**config.mk**
```make
export PLATFORM = sky130hd
export DESIGN_NAME = multicycle_control
export DESIGN_NICKNAME = d
export VERILOG_FILES = /design/src/rtl/multicycle_pkg.sv /design/src/rtl/mem_wait_timer.sv /design/src/rtl/multicycle_control.sv
export SDC_FILE = /design/constraint.sdc
export NUM_CORES = 1
export LEC_CHECK = 0
export CAP_MARGIN = 10
export CORE_MARGIN = 5
export CORE_UTILIZATION = 35
export CTS_CLUSTER_SIZE = 40
export DETAILED_ROUTE_END_ITERATION = 10
export PLACE_DENSITY = 0.74
export SYNTH_ARGS = -nofsm -noshare
export SYNTH_HDL_FRONTEND = slang
export SYNTH_SLANG_ARGS = --single-unit
```
**constraint.sdc**
```tcl
create_clock -name clk -period 2.7 [get_ports clk]
set_input_delay 0.54 -clock clk [delete_from_list [all_inputs] [get_ports clk]]
set_output_delay 0.54 -clock clk [all_outputs]
set_load 0.01 [all_outputs]
```
**src/rtl/multicycle_pkg.sv**
```systemverilog
// Shared definitions for the multi-cycle control unit: state encoding,
// RV32 major opcodes, datapath mux encodings and the control word layout.
package multicycle_pkg;

    // ------------------------------------------------------------------
    // State encoding. Plain constants keep the encoding visible on the
    // state_o debug port and stable across tool versions.
    // ------------------------------------------------------------------
    localparam int STATE_W = 4;
    typedef logic [STATE_W-1:0] state_t;

    localparam state_t S_RST      = 4'd0;
    localparam state_t S_FETCH    = 4'd1;
    localparam state_t S_DECODE   = 4'd2;
    localparam state_t S_EXEC_R   = 4'd3;
    localparam state_t S_EXEC_I   = 4'd4;
    localparam state_t S_MEM_ADDR = 4'd5;
    localparam state_t S_MEM_RD   = 4'd6;
    localparam state_t S_MEM_WR   = 4'd7;
    localparam state_t S_WB_ALU   = 4'd8;
    localparam state_t S_WB_MEM   = 4'd9;
    localparam state_t S_BRANCH   = 4'd10;
    localparam state_t S_JAL      = 4'd11;
    localparam state_t S_JALR     = 4'd12;
    localparam state_t S_ILLEGAL  = 4'd13;

    // ------------------------------------------------------------------
    // Major opcodes (instruction[6:0]) understood by the sequencer.
    // ------------------------------------------------------------------
    localparam logic [6:0] OP_RTYPE  = 7'b0110011;
    localparam logic [6:0] OP_ITYPE  = 7'b0010011;
    localparam logic [6:0] OP_LOAD   = 7'b0000011;
    localparam logic [6:0] OP_STORE  = 7'b0100011;
    localparam logic [6:0] OP_BRANCH = 7'b1100011;
    localparam logic [6:0] OP_JAL    = 7'b1101111;
    localparam logic [6:0] OP_JALR   = 7'b1100111;

    // ------------------------------------------------------------------
    // Datapath mux / ALU encodings.
    // ------------------------------------------------------------------
    localparam logic [1:0] PC_SRC_ALU     = 2'b00;
    localparam logic [1:0] PC_SRC_ALUOUT  = 2'b01;

    localparam logic [1:0] WB_SRC_ALUOUT  = 2'b00;
    localparam logic [1:0] WB_SRC_MDR     = 2'b01;
    localparam logic [1:0] WB_SRC_PC      = 2'b10;

    localparam logic [1:0] SRC_A_PC       = 2'b00;
    localparam logic [1:0] SRC_A_RS1      = 2'b01;
    localparam logic [1:0] SRC_A_OLD_PC   = 2'b10;

    localparam logic [1:0] SRC_B_RS2      = 2'b00;
    localparam logic [1:0] SRC_B_FOUR     = 2'b01;
    localparam logic [1:0] SRC_B_IMM      = 2'b10;

    localparam logic [1:0] ALU_OP_ADD     = 2'b00;
    localparam logic [1:0] ALU_OP_BRANCH  = 2'b01;
    localparam logic [1:0] ALU_OP_RFUNCT  = 2'b10;
    localparam logic [1:0] ALU_OP_IFUNCT  = 2'b11;

    // ------------------------------------------------------------------
    // Control word driven towards the datapath. Everything except the
    // sticky trap flags lives here so a single default clears it all.
    // ------------------------------------------------------------------
    typedef struct packed {
        logic       pcWrite;
        logic [1:0] pcSrc;
        logic       irWrite;
        logic       iord;
        logic       memRead;
        logic       memWrite;
        logic [1:0] memToReg;
        logic [1:0] aluSrcA;
        logic [1:0] aluSrcB;
        logic [1:0] aluOp;
        logic       regWrite;
    } ctrl_t;

    localparam ctrl_t CTRL_IDLE = '0;

    // Dispatch target for the state after DECODE. Jumps fall into the
    // illegal trap when the core is built without jump support.
    function automatic state_t dispatchOpcode(input logic [6:0] op,
                                              input logic       jumpEn);
        state_t target;
        case (op)
            OP_RTYPE:           target = S_EXEC_R;
            OP_ITYPE:           target = S_EXEC_I;
            OP_LOAD, OP_STORE:  target = S_MEM_ADDR;
            OP_BRANCH:          target = S_BRANCH;
            OP_JAL:             target = jumpEn ? S_JAL  : S_ILLEGAL;
            OP_JALR:            target = jumpEn ? S_JALR : S_ILLEGAL;
            default:            target = S_ILLEGAL;
        endcase
        return target;
    endfunction

    // States that sit on the memory handshake and may time out.
    function automatic logic isMemWaitState(input state_t s);
        return (s == S_FETCH) || (s == S_MEM_RD) || (s == S_MEM_WR);
    endfunction

endpackage

```
**src/rtl/mem_wait_timer.sv**
```systemverilog
// Counts consecutive cycles a memory access has been left waiting and
// raises timeout on the last permitted cycle. A MEM_TIMEOUT of zero turns
// the watchdog off entirely. CNT_W must be wide enough to hold
// MEM_TIMEOUT-1.
module mem_wait_timer #(
    parameter int MEM_TIMEOUT = 16,
    parameter int CNT_W       = 8
) (
    input  logic clk,
    input  logic rst,
    input  logic waiting,
    input  logic mem_ready,
    output logic timeout
);

    localparam bit TIMEOUT_EN = (MEM_TIMEOUT > 0);
    localparam int LIMIT_INT  = (MEM_TIMEOUT > 0) ? (MEM_TIMEOUT - 1) : 0;
    localparam logic [CNT_W-1:0] LIMIT = CNT_W'(LIMIT_INT);

    logic [CNT_W-1:0] count_q;
    logic [CNT_W-1:0] count_d;
    logic             stalled;

    // A cycle only counts as stalled while the access is still unanswered;
    // mem_ready ends the access (and the state) so the count restarts.
    assign stalled = waiting && !mem_ready;

    // The compare looks at the count of stalls already seen, so the
    // MEM_TIMEOUT-th unanswered cycle is the one that trips the watchdog.
    assign timeout = TIMEOUT_EN && stalled && (count_q == LIMIT);

    // Next count: grow while stalled (saturating when the watchdog is off),
    // otherwise clear so every new state starts from zero.
    always_comb begin
        count_d = '0;
        if (stalled && !timeout) begin
            if (count_q == '1) begin
                count_d = count_q;
            end else begin
                count_d = count_q + CNT_W'(1);
            end
        end
    end

    // Wait counter register.
    always_ff @(posedge clk or posedge rst) begin
        if (rst) begin
            count_q <= '0;
        end else begin
            count_q <= count_d;
        end
    end

endmodule

```
**src/rtl/multicycle_control.sv**
```systemverilog
// Multi-cycle main controller. Walks one instruction through fetch,
// decode, execute, memory and writeback states, drives the shared-ALU /
// single-memory datapath, and parks in a trap state on an illegal opcode
// or a memory handshake timeout.
module multicycle_control
    import multicycle_pkg::*;
#(
    parameter int MEM_TIMEOUT  = 16,
    parameter bit SUPPORT_JUMP = 1'b1,
    parameter int CNT_W        = 8
) (
    input  logic       clk,
    input  logic       rst,
    input  logic [6:0] opcode,
    input  logic       mem_ready,
    input  logic       branch_taken,
    output logic       pc_write,
    output logic [1:0] pc_src,
    output logic       ir_write,
    output logic       iord,
    output logic       mem_read,
    output logic       mem_write,
    output logic [1:0] mem_to_reg,
    output logic [1:0] alu_src_a,
    output logic [1:0] alu_src_b,
    output logic [1:0] alu_op,
    output logic       reg_write,
    output logic       trap,
    output logic       bus_error,
    output logic [3:0] state_o
);

    state_t state_q;
    state_t state_d;
    logic   trap_q;
    logic   bus_error_q;
    logic   memWaiting;
    logic   memTimeout;
    ctrl_t  ctrl;

    assign memWaiting = isMemWaitState(state_q);

    mem_wait_timer #(
        .MEM_TIMEOUT (MEM_TIMEOUT),
        .CNT_W       (CNT_W)
    ) u_mem_wait_timer (
        .clk       (clk),
        .rst       (rst),
        .waiting   (memWaiting),
        .mem_ready (mem_ready),
        .timeout   (memTimeout)
    );

    // Next-state sequencing. Handshake states hold until mem_ready, and a
    // watchdog expiry (only possible while mem_ready is low) diverts to the
    // trap. Unused encodings also trap so a corrupted state cannot drive
    // the datapath.
    always_comb begin
        state_d = state_q;
        case (state_q)
            S_RST:      state_d = S_FETCH;
            S_FETCH: begin
                if (mem_ready) begin
                    state_d = S_DECODE;
                end else if (memTimeout) begin
                    state_d = S_ILLEGAL;
                end
            end
            S_DECODE:   state_d = dispatchOpcode(opcode, SUPPORT_JUMP);
            S_EXEC_R:   state_d = S_WB_ALU;
            S_EXEC_I:   state_d = S_WB_ALU;
            S_MEM_ADDR: state_d = (opcode == OP_STORE) ? S_MEM_WR : S_MEM_RD;
            S_MEM_RD: begin
                if (mem_ready) begin
                    state_d = S_WB_MEM;
                end else if (memTimeout) begin
                    state_d = S_ILLEGAL;
                end
            end
            S_MEM_WR: begin
                if (mem_ready) begin
                    state_d = S_FETCH;
                end else if (memTimeout) begin
                    state_d = S_ILLEGAL;
                end
            end
            S_WB_ALU:   state_d = S_FETCH;
            S_WB_MEM:   state_d = S_FETCH;
            S_BRANCH:   state_d = S_FETCH;
            S_JAL:      state_d = S_FETCH;
            S_JALR:     state_d = S_FETCH;
            S_ILLEGAL:  state_d = S_ILLEGAL;
            default:    state_d = S_ILLEGAL;
        endcase
    end

    // State register plus the sticky trap flags; the flags rise together
    // with the entry into the trap state and only reset clears them.
    always_ff @(posedge clk or posedge rst) begin
        if (rst) begin
            state_q     <= S_RST;
            trap_q      <= 1'b0;
            bus_error_q <= 1'b0;
        end else begin
            state_q <= state_d;
            if (state_d == S_ILLEGAL) begin
                trap_q <= 1'b1;
            end
            if (memTimeout) begin
                bus_error_q <= 1'b1;
            end
        end
    end

    // Control word decoded from the current state. Only the fetch write
    // enables and the branch PC write look at live inputs; everything else
    // is a pure function of state so a reset clears it immediately.
    always_comb begin
        ctrl = CTRL_IDLE;
        case (state_q)
            S_FETCH: begin
                ctrl.memRead = 1'b1;
                ctrl.iord    = 1'b0;
                ctrl.aluSrcA = SRC_A_PC;
                ctrl.aluSrcB = SRC_B_FOUR;
                ctrl.aluOp   = ALU_OP_ADD;
                ctrl.pcSrc   = PC_SRC_ALU;
                ctrl.irWrite = mem_ready;
                ctrl.pcWrite = mem_ready;
            end
            S_DECODE: begin
                ctrl.aluSrcA = SRC_A_OLD_PC;
                ctrl.aluSrcB = SRC_B_IMM;
                ctrl.aluOp   = ALU_OP_ADD;
            end
            S_EXEC_R: begin
                ctrl.aluSrcA = SRC_A_RS1;
                ctrl.aluSrcB = SRC_B_RS2;
                ctrl.aluOp   = ALU_OP_RFUNCT;
            end
            S_EXEC_I: begin
                ctrl.aluSrcA = SRC_A_RS1;
                ctrl.aluSrcB = SRC_B_IMM;
                ctrl.aluOp   = ALU_OP_IFUNCT;
            end
            S_MEM_ADDR: begin
                ctrl.aluSrcA = SRC_A_RS1;
                ctrl.aluSrcB = SRC_B_IMM;
                ctrl.aluOp   = ALU_OP_ADD;
            end
            S_MEM_RD: begin
                ctrl.memRead = 1'b1;
                ctrl.iord    = 1'b1;
            end
            S_MEM_WR: begin
                ctrl.memWrite = 1'b1;
                ctrl.iord     = 1'b1;
            end
            S_WB_ALU: begin
                ctrl.regWrite = 1'b1;
                ctrl.memToReg = WB_SRC_ALUOUT;
            end
            S_WB_MEM: begin
                ctrl.regWrite = 1'b1;
                ctrl.memToReg = WB_SRC_MDR;
            end
            S_BRANCH: begin
                ctrl.aluSrcA = SRC_A_RS1;
                ctrl.aluSrcB = SRC_B_RS2;
                ctrl.aluOp   = ALU_OP_BRANCH;
                ctrl.pcSrc   = PC_SRC_ALUOUT;
                ctrl.pcWrite = branch_taken;
            end
            S_JAL: begin
                ctrl.pcWrite  = 1'b1;
                ctrl.pcSrc    = PC_SRC_ALUOUT;
                ctrl.regWrite = 1'b1;
                ctrl.memToReg = WB_SRC_PC;
            end
            S_JALR: begin
                ctrl.aluSrcA  = SRC_A_RS1;
                ctrl.aluSrcB  = SRC_B_IMM;
                ctrl.aluOp    = ALU_OP_ADD;
                ctrl.pcSrc    = PC_SRC_ALU;
                ctrl.pcWrite  = 1'b1;
                ctrl.regWrite = 1'b1;
                ctrl.memToReg = WB_SRC_PC;
            end
            default: ctrl = CTRL_IDLE;
        endcase
    end

    assign pc_write   = ctrl.pcWrite;
    assign pc_src     = ctrl.pcSrc;
    assign ir_write   = ctrl.irWrite;
    assign iord       = ctrl.iord;
    assign mem_read   = ctrl.memRead;
    assign mem_write  = ctrl.memWrite;
    assign mem_to_reg = ctrl.memToReg;
    assign alu_src_a  = ctrl.aluSrcA;
    assign alu_src_b  = ctrl.aluSrcB;
    assign alu_op     = ctrl.aluOp;
    assign reg_write  = ctrl.regWrite;
    assign trap       = trap_q;
    assign bus_error  = bus_error_q;
    assign state_o    = state_q;

endmodule

```
==> summary.md, run 1 <==
| Metric | Value |
|---|---|
| Vert. Die Dim | 63.6 um |
| Share of cells above drive strength 1 | 9.62% |
| Synth area leaders | dfrtp_1 35%, nor2_1 7.1%, nand2_1 4.1% |
| Yosys top cell by area | dfrtp_1 |
| Relative slew slack | 66.4% |
| Critical path class | register to output port |
| Max-slew violation total from the final report | 0 |
| Max-cap violations | 0 |
| Final TNS setup | 0 ps |
| Initial Util | 36.4% |
| Fillcell total | 289 |
| Minimum clock period | 2560 ps |
| Post-synth EDFFs | 0 |
| Area of the mapped netlist | 1000 um^2 |
| Required @ worst endpoint | 2160 ps |
| P_leak | 0.615 nW |
| Mean Syn Cell Area | 8.04 um^2 |
| Htree depth | 1 |
| Hold Crit Class | register to register |
| Pin count of the biggest net entering global routing | 21 |
| Clk sinks | 14 |
| Overflow after GRT | 0 |
| RePlAce Congestion | 0.792 |
| Syn Inst Count | 125 |
| Vias | 1,016 |
| Total CTS buffers | 3 |
| PD cells | 818 nW/um^2 |
| Final setup viols | 0 |
| Net Count, Synth | 137 |
| Area Overhead vs Synth | 37.4% |
| Port bufs | 31 |
| Insertion delay to the later sink of the worst-skew pair | 280 ps |
| Multi-input combinational cell area | 601 um^2 |
| DRT iter0 DRCs | 112 |
| Post-synthesis register bit count | 14 |
| ANT cells | 0 |
| Post-synth ARST share | 100% |
| Reg area | 354 um^2 |
| I/O pin total | 33 |
| Max Freq | 390 MHz |
| Vias per cell | 5.43 |
| Final hold vios | 0 |
| DR WL/cell | 13.8 um |
| GRT Overall Usage | 13.3% |
| Rows | 19 |
| Global-route wire length before repair | 4360 um |
| Clk slew on worst S/H paths | 80 ps |
| Post-route ant nets | 0 |
| Number of distinct library cells after synthesis | 45 |
| Worst vdd ir | 0.433 mV |
| CP Launch Type | register |
| Top cell type's share of synthesized area | 34.9% |
| Fin nets | 169 |
| Arrival time of the worst setup path | 2020 ps |
| Most used DFF post-synth | dfrtp_1 |
| Chip Width | 63.6 um |
| TritonCTS clock tree | done |
| Clk_skew | 1.97 ps |
| Period utilization | 94.9% |
| Pre-Repair DR Iteration Count | 4 |
| YS warnings | 0 |
| Worst-margin pin slew | 503 ps |
| Crit end category | output port |
| Post-CTS setup buffer count | 0 |
| Residual DRC | 0 |
| Max Root-Sink Buffers | 2 |
| RSZ-0062 raised after global routing | no |
| Vias in the first global route | 961 |
| Initial antenna violation count | 0 |
| Core area | 2760 um^2 |
| CTS root buffer | clkbuf_4 |
| Final Hold Slack | 467 ps |
| Outcome | complete, no violations |
| Seq/Total Area, Yosys | 34.9% |
| DP Wirelength | 1980 um |
| DRT Wirelength | 2580 um |
| Total die area | 4040 um^2 |
| Critical Path Fanout Max | 17 |
==> flip-flops by register name, summed over array words and instances (netlist names) <==
register                  cells
bus_error                     1
state_o                       4
u_mem_wait_timer.count_q      8
trap                          1
==> power breakdown <==
group | total [mW] | leakage (nW) | switching (mW) | internal [mW]
registers | 0.328 | 0.182 | 0.0779 | 0.250
clock network | 0.147 | 0.0210 | 0.0653 | 0.0821
logic | 0.654 | 0.411 | 0.308 | 0.345
==> final timing paths <==
kind	from	end	slack, ps	cells after the start
min in group asynchronous	rst	u_mem_wait_timer.count_q[3]$_DFFE_PP0P_	580	2
max in group asynchronous	rst	state_o[3]$_DFF_PP0_	1760	2
worst min register to register	bus_error$_DFFE_PP0P_	bus_error$_DFFE_PP0P_	470	1
worst min-delay path	bus_error$_DFFE_PP0P_	bus_error$_DFFE_PP0P_	470	1
worst max-delay path	state_o[1]$_DFF_PP0_	ir_write	140	3
worst max register to register	u_mem_wait_timer.count_q[0]$_DFFE_PP0P_	trap$_DFFE_PP0N_	740	6
==> Yosys cell counts, types with 3 or more instances <==
cell / n
nand2b_1: 5
and2_1: 4
xnor2_1: 3
nor3_1: 5
o21ai_0: 4
nand2_1: 11
and3_1: 6
dfrtp_1: 14
a21oi_1: 5
clkbuf_1: 4
inv_1: 3
o21bai_1: 3
nand3_1: 4
nor2_1: 19
==> per-layer routing <==
| metal | share of wire [%] | track usage, % | vias to the layer above |
|---|---|---|---|
| met5 | 0 | 0 | - |
| met4 | 2.5 | 6.75 | 0 |
| met3 | 7.6 | 3.73 | 7 |
| met2 | 48 | 22.5 | 44 |
| met1 | 42 | 15.0 | 454 |
| li1 | - | - | 511 |
==> stage by stage <==
stage                     total power [mW]  setup slack [ps]  utilization (%)  instances  instance area (um^2)
after floorplan                      0.691               730                -        125                  1000
after global placement               0.970               135             48.5        183                  1340
after detailed placement             0.987              88.1             48.5        183                  1340
after CTS                             1.14              47.8             49.9        187                  1380
after global routing                  1.23              2.48             50.0        187                  1380
final                                 1.13               138             50.0        187                  1380
==> worst max-delay path, stage by stage (launching register included) <==
cell and delay, ps:
dfrtp_2 520, or3b_4 470, nor2_1 190, clkdlybuf4s50_1 570
==> cell families after synthesis <==
group | after synthesis | share of synthesized area, %
buffers and inverters | 11 | 5.35
other | 1 | 0.373
adders and majority gates | 1 | 1.25
and+or+nand+nor | 63 | 32.0
DFF | 14 | 34.9
muxes | 2 | 1.99
AOI/OAI and AO/OA | 30 | 21.5
xor gates and xnor gates | 3 | 2.62
==> final cells by class <==
| class | instances | share of cell area, % |
|---|---|---|
| multi-input cells | 100 | 43.5 |
| well taps | 31 | 2.81 |
| clock buffers | 4 | 2.63 |
| repair buffers | 34 | 24.3 |
| inverters | 4 | 1.09 |
| flip-flops and latches | 14 | 25.7 |
==> repair_timing <==
action | CTS | global route
endpoints found under the hold margin | 0 | 0
endpoints found under the setup margin | 1 | 6
resized for setup | 1 | 4
pin swaps | 0 | 0
hold buffers | 0 | 0
==> layout by cell type (no fill, tap or decap), types with 2 or more instances in the layout <==
cell              n
o21ai_0           4
clkbuf_4          3
buf_4             3
nand3_1           4
nor3_1            5
and3_1            6
nand2b_1          5
nor2_1           19
nand2_1          11
dfrtp_1          11
inv_1             2
dfrtp_2           3
clkdlybuf4s50_1  30
mux2i_1           2
and2_1            4
xnor2_1           3
a21oi_1           5
nor2b_1           2
o21bai_1          3
o21a_1            2
a31oi_1           2
inv_2             2
(Power assumes the default switching activity.)
==> run 2: changes to the inputs <==
- CELL_PAD_IN_SITES_DETAIL_PLACEMENT: unset -> 0
- CELL_PAD_IN_SITES_GLOBAL_PLACEMENT: unset -> 1
- PLACE_DENSITY: 0.74 -> 0.94
==> summary.md, run 2 (same netlist as run 1, synthesis figures left out) <==
| Metric | Value |
|---|---|
| Outcome | complete, no violations |
| Required @ worst endpoint | 2160 ps (about the same) |
| Max reg flops | 8 (unchanged) |
| P_leak | 0.605 nW (-1.6%) |
| Top reg by flops | u_mem_wait_timer.count_q |
| Area Overhead vs Synth | 37.9% |
| Min-Delay Startpoint | trap$_DFFE_PP0N_ |
| Final Hold Slack | 483 ps (+16.1 ps) |
| Critical-path cell list | clkdlybuf4s50_1 > nand2_1 > o21ai_0 > a32oi_1 > o32ai_1 > clkdlybuf4s50_1 |
| Cts hold-fix bufs | 0 (unchanged) |
| Vert. Die Dim | 63.6 um (unchanged) |
| PD cells | 816 nW/um^2 (-0.27%) |
| RePlAce Congestion | 0.779 (-1.7%) |
| Post-route ant nets | 0 (unchanged) |
| Max Freq | 389 MHz (-0.44%) |
| Total die area | 4040 um^2 (unchanged) |
| Area post-placement | 1350 um^2 (+0.56%) |
| Insertion delay to the later sink of the worst-skew pair | 280 ps (about the same) |
| Critical-path top delay cell | clkdlybuf4s50_1 |
| Place WS | 108 ps (+20.1 ps) |
| Max-cap violations | 0 (unchanged) |
| CP Launch Type | input pin |
| Vias | 993 (-2.3%) |
| Initial Util | 36.4% (unchanged) |
| Rows | 19 (unchanged) |
| Critical path class | input pin to output port |
| Residual DRC | 0 (unchanged) |
| Critical Path Fanout Max | 3 (-14) |
| GRT Overall Usage | 12.6% (-0.68 points) |
| ANT cells | 0 (unchanged) |
| Max incr delay on CP | 580 ps (about the same) |
| Vias per cell | 5.28 (-2.8%) |
| Global-route wire length before repair | 4240 um (-2.7%) |
| Worst hold path depth | 1 (unchanged) |
| Period utilization | 95.3% (+0.42 points) |
| Worst vdd ir | 0.428 mV (-1.0%) |
| Clk_skew | 8.72 ps (+6.76 ps) |
| FF-to-FF End | trap$_DFFE_PP0N_ |
| Relative slew slack | 66.7% (+0.31 points) |
| Max-slew violation total from the final report | 0 (unchanged) |
| Share of cells above drive strength 1 | 9.55% (-0.061 points) |
| Htree depth | 1 (unchanged) |
| Hold Crit Class | register to register |
| Clk sinks | 14 (unchanged) |
| Clk slew on worst S/H paths | 70 ps (about the same) |
| Crit end category | output port |
| Worst-margin pin slew | 499 ps (-4.63 ps) |
| TritonCTS clock tree | done |
| Worst path most repeated cell | clkdlybuf4s50_1 |
| Reg-to-reg slack, setup | 730 ps (about the same) |
| Worst Hold End | trap$_DFFE_PP0N_ |
| Arrival time of the worst setup path | 2030 ps (about the same) |
| Pin count of the biggest net entering global routing | 21 (unchanged) |
| Final TNS setup | 0 ps (unchanged) |
| I/O pin total | 33 (unchanged) |
| Initial antenna violation count | 0 (unchanged) |
| DRT iter0 DRCs | 49 (-56%) |
| Cell count of the worst reg-to-reg path | 6 (unchanged) |
| Final hold vios | 0 (unchanged) |
| DRT Wirelength | 2470 um (-4.3%) |
| Final setup viols | 0 (unchanged) |
| CTS root buffer | clkbuf_4 |
| Port bufs | 31 (unchanged) |
| RSZ-0062 raised after global routing | no |
| Commonest non-fill, non-tap cell in the layout | clkdlybuf4s50_1 |
| Fillcell total | 279 (-3.5%) |
| Chip Width | 63.6 um (unchanged) |
| Final instance area | 1390 um^2 (+0.36%) |
| DP Wirelength | 1880 um (-4.8%) |
| Core area | 2760 um^2 (unchanged) |
| Commonest non-fill, non-tap cells in the layout | 31 x clkdlybuf4s50_1, 19 x nor2_1, 11 x nand2_1, 11 x dfrtp_1, 6 x and3_1 |
| DR WL/cell | 13.1 um (-4.8%) |
| Total CTS buffers | 3 (unchanged) |
| Minimum clock period | 2570 ps (+11.4 ps) |
| Pre-Repair DR Iteration Count | 4 (unchanged) |
| Post-CTS setup buffer count | 0 (unchanged) |
| Overflow after GRT | 0 (unchanged) |
| Fin nets | 170 (+0.59%) |
| Max Root-Sink Buffers | 2 (unchanged) |
| Vias in the first global route | 928 (-3.4%) |
| Setup WS post-layout | 127 ps (-11.4 ps) |
| Reg2Reg Launch Point | u_mem_wait_timer.count_q[0]$_DFFE_PP0P_ |
run 2: changes by cell type in the layout (fill, tap and decap cells not counted), sizes merged:
cell           change
dlymetal6s2s       -1
buf                +1
clkdlybuf4s50      +1
run 2: worst max-delay path: cells and delay by family:
family,cells,cell delay (ps)
AO/OA/AOI/OAI,3,360
AND/OR/NAND/NOR,1,80
buffers and inverters,2,1050
run 2: worst max path at each step:
stage / endpoint / startpoint / depth (start not counted) / slack, ps
after global routing: ir_write / state_o[1]$_DFF_PP0_ / 3 / 20
after global placement: pc_write / mem_ready / 6 / 110
after detailed placement: pc_write / mem_ready / 6 / 110
final: pc_write / mem_ready / 6 / 130
after CTS: alu_src_b[1] / state_o[1]$_DFF_PP0_ / 4 / 30
after floorplan: alu_src_a[0] / state_o[0]$_DFF_PP0_ / 4 / 730
run 2: layout make-up:
cell class                 count  area [um^2]  area share (%)
clock buffer                   4         36.3            2.62
sequential                    14          354            25.6
tap                           31         38.8            2.80
multi-input combinational    100          601            43.4
timing repair buffer          35          340            24.6
inverter                       4         15.0            1.08
run 2: power breakdown:
| group | internal [mW] | switching, mW |
|---|---|---|
| Sequential | 0.250 | 0.0777 |
| Combinational | 0.354 | 0.301 |
| Clock | 0.0820 | 0.0650 |
run 2: repair_timing:
item                                   in CTS  in global routing
resized for setup                           0                  3
setup endpoints to repair                   0                  8
endpoints found under the hold margin       0                  0
run 2: per-layer routing:
metal | track usage (%) | vias to the layer above | part of all wire [%]
li1 | - | 510 | -
met3 | 3.02 | 2 | 6.1
met1 | 15.2 | 452 | 44
met2 | 21.7 | 29 | 50
met4 | 4.16 | 0 | 0.40
met5 | 0 | - | 0
run 2: metrics by stage:
step	total power, mW	std cells	utilization (%)
6_report	1.13	188	50.2
5_1_grt	1.23	188	50.2
4_1_cts	1.14	188	50.1
3_5_place_dp	0.992	184	48.8
3_3_place_gp	0.980	184	48.8
2_1_floorplan	0.691	125	-
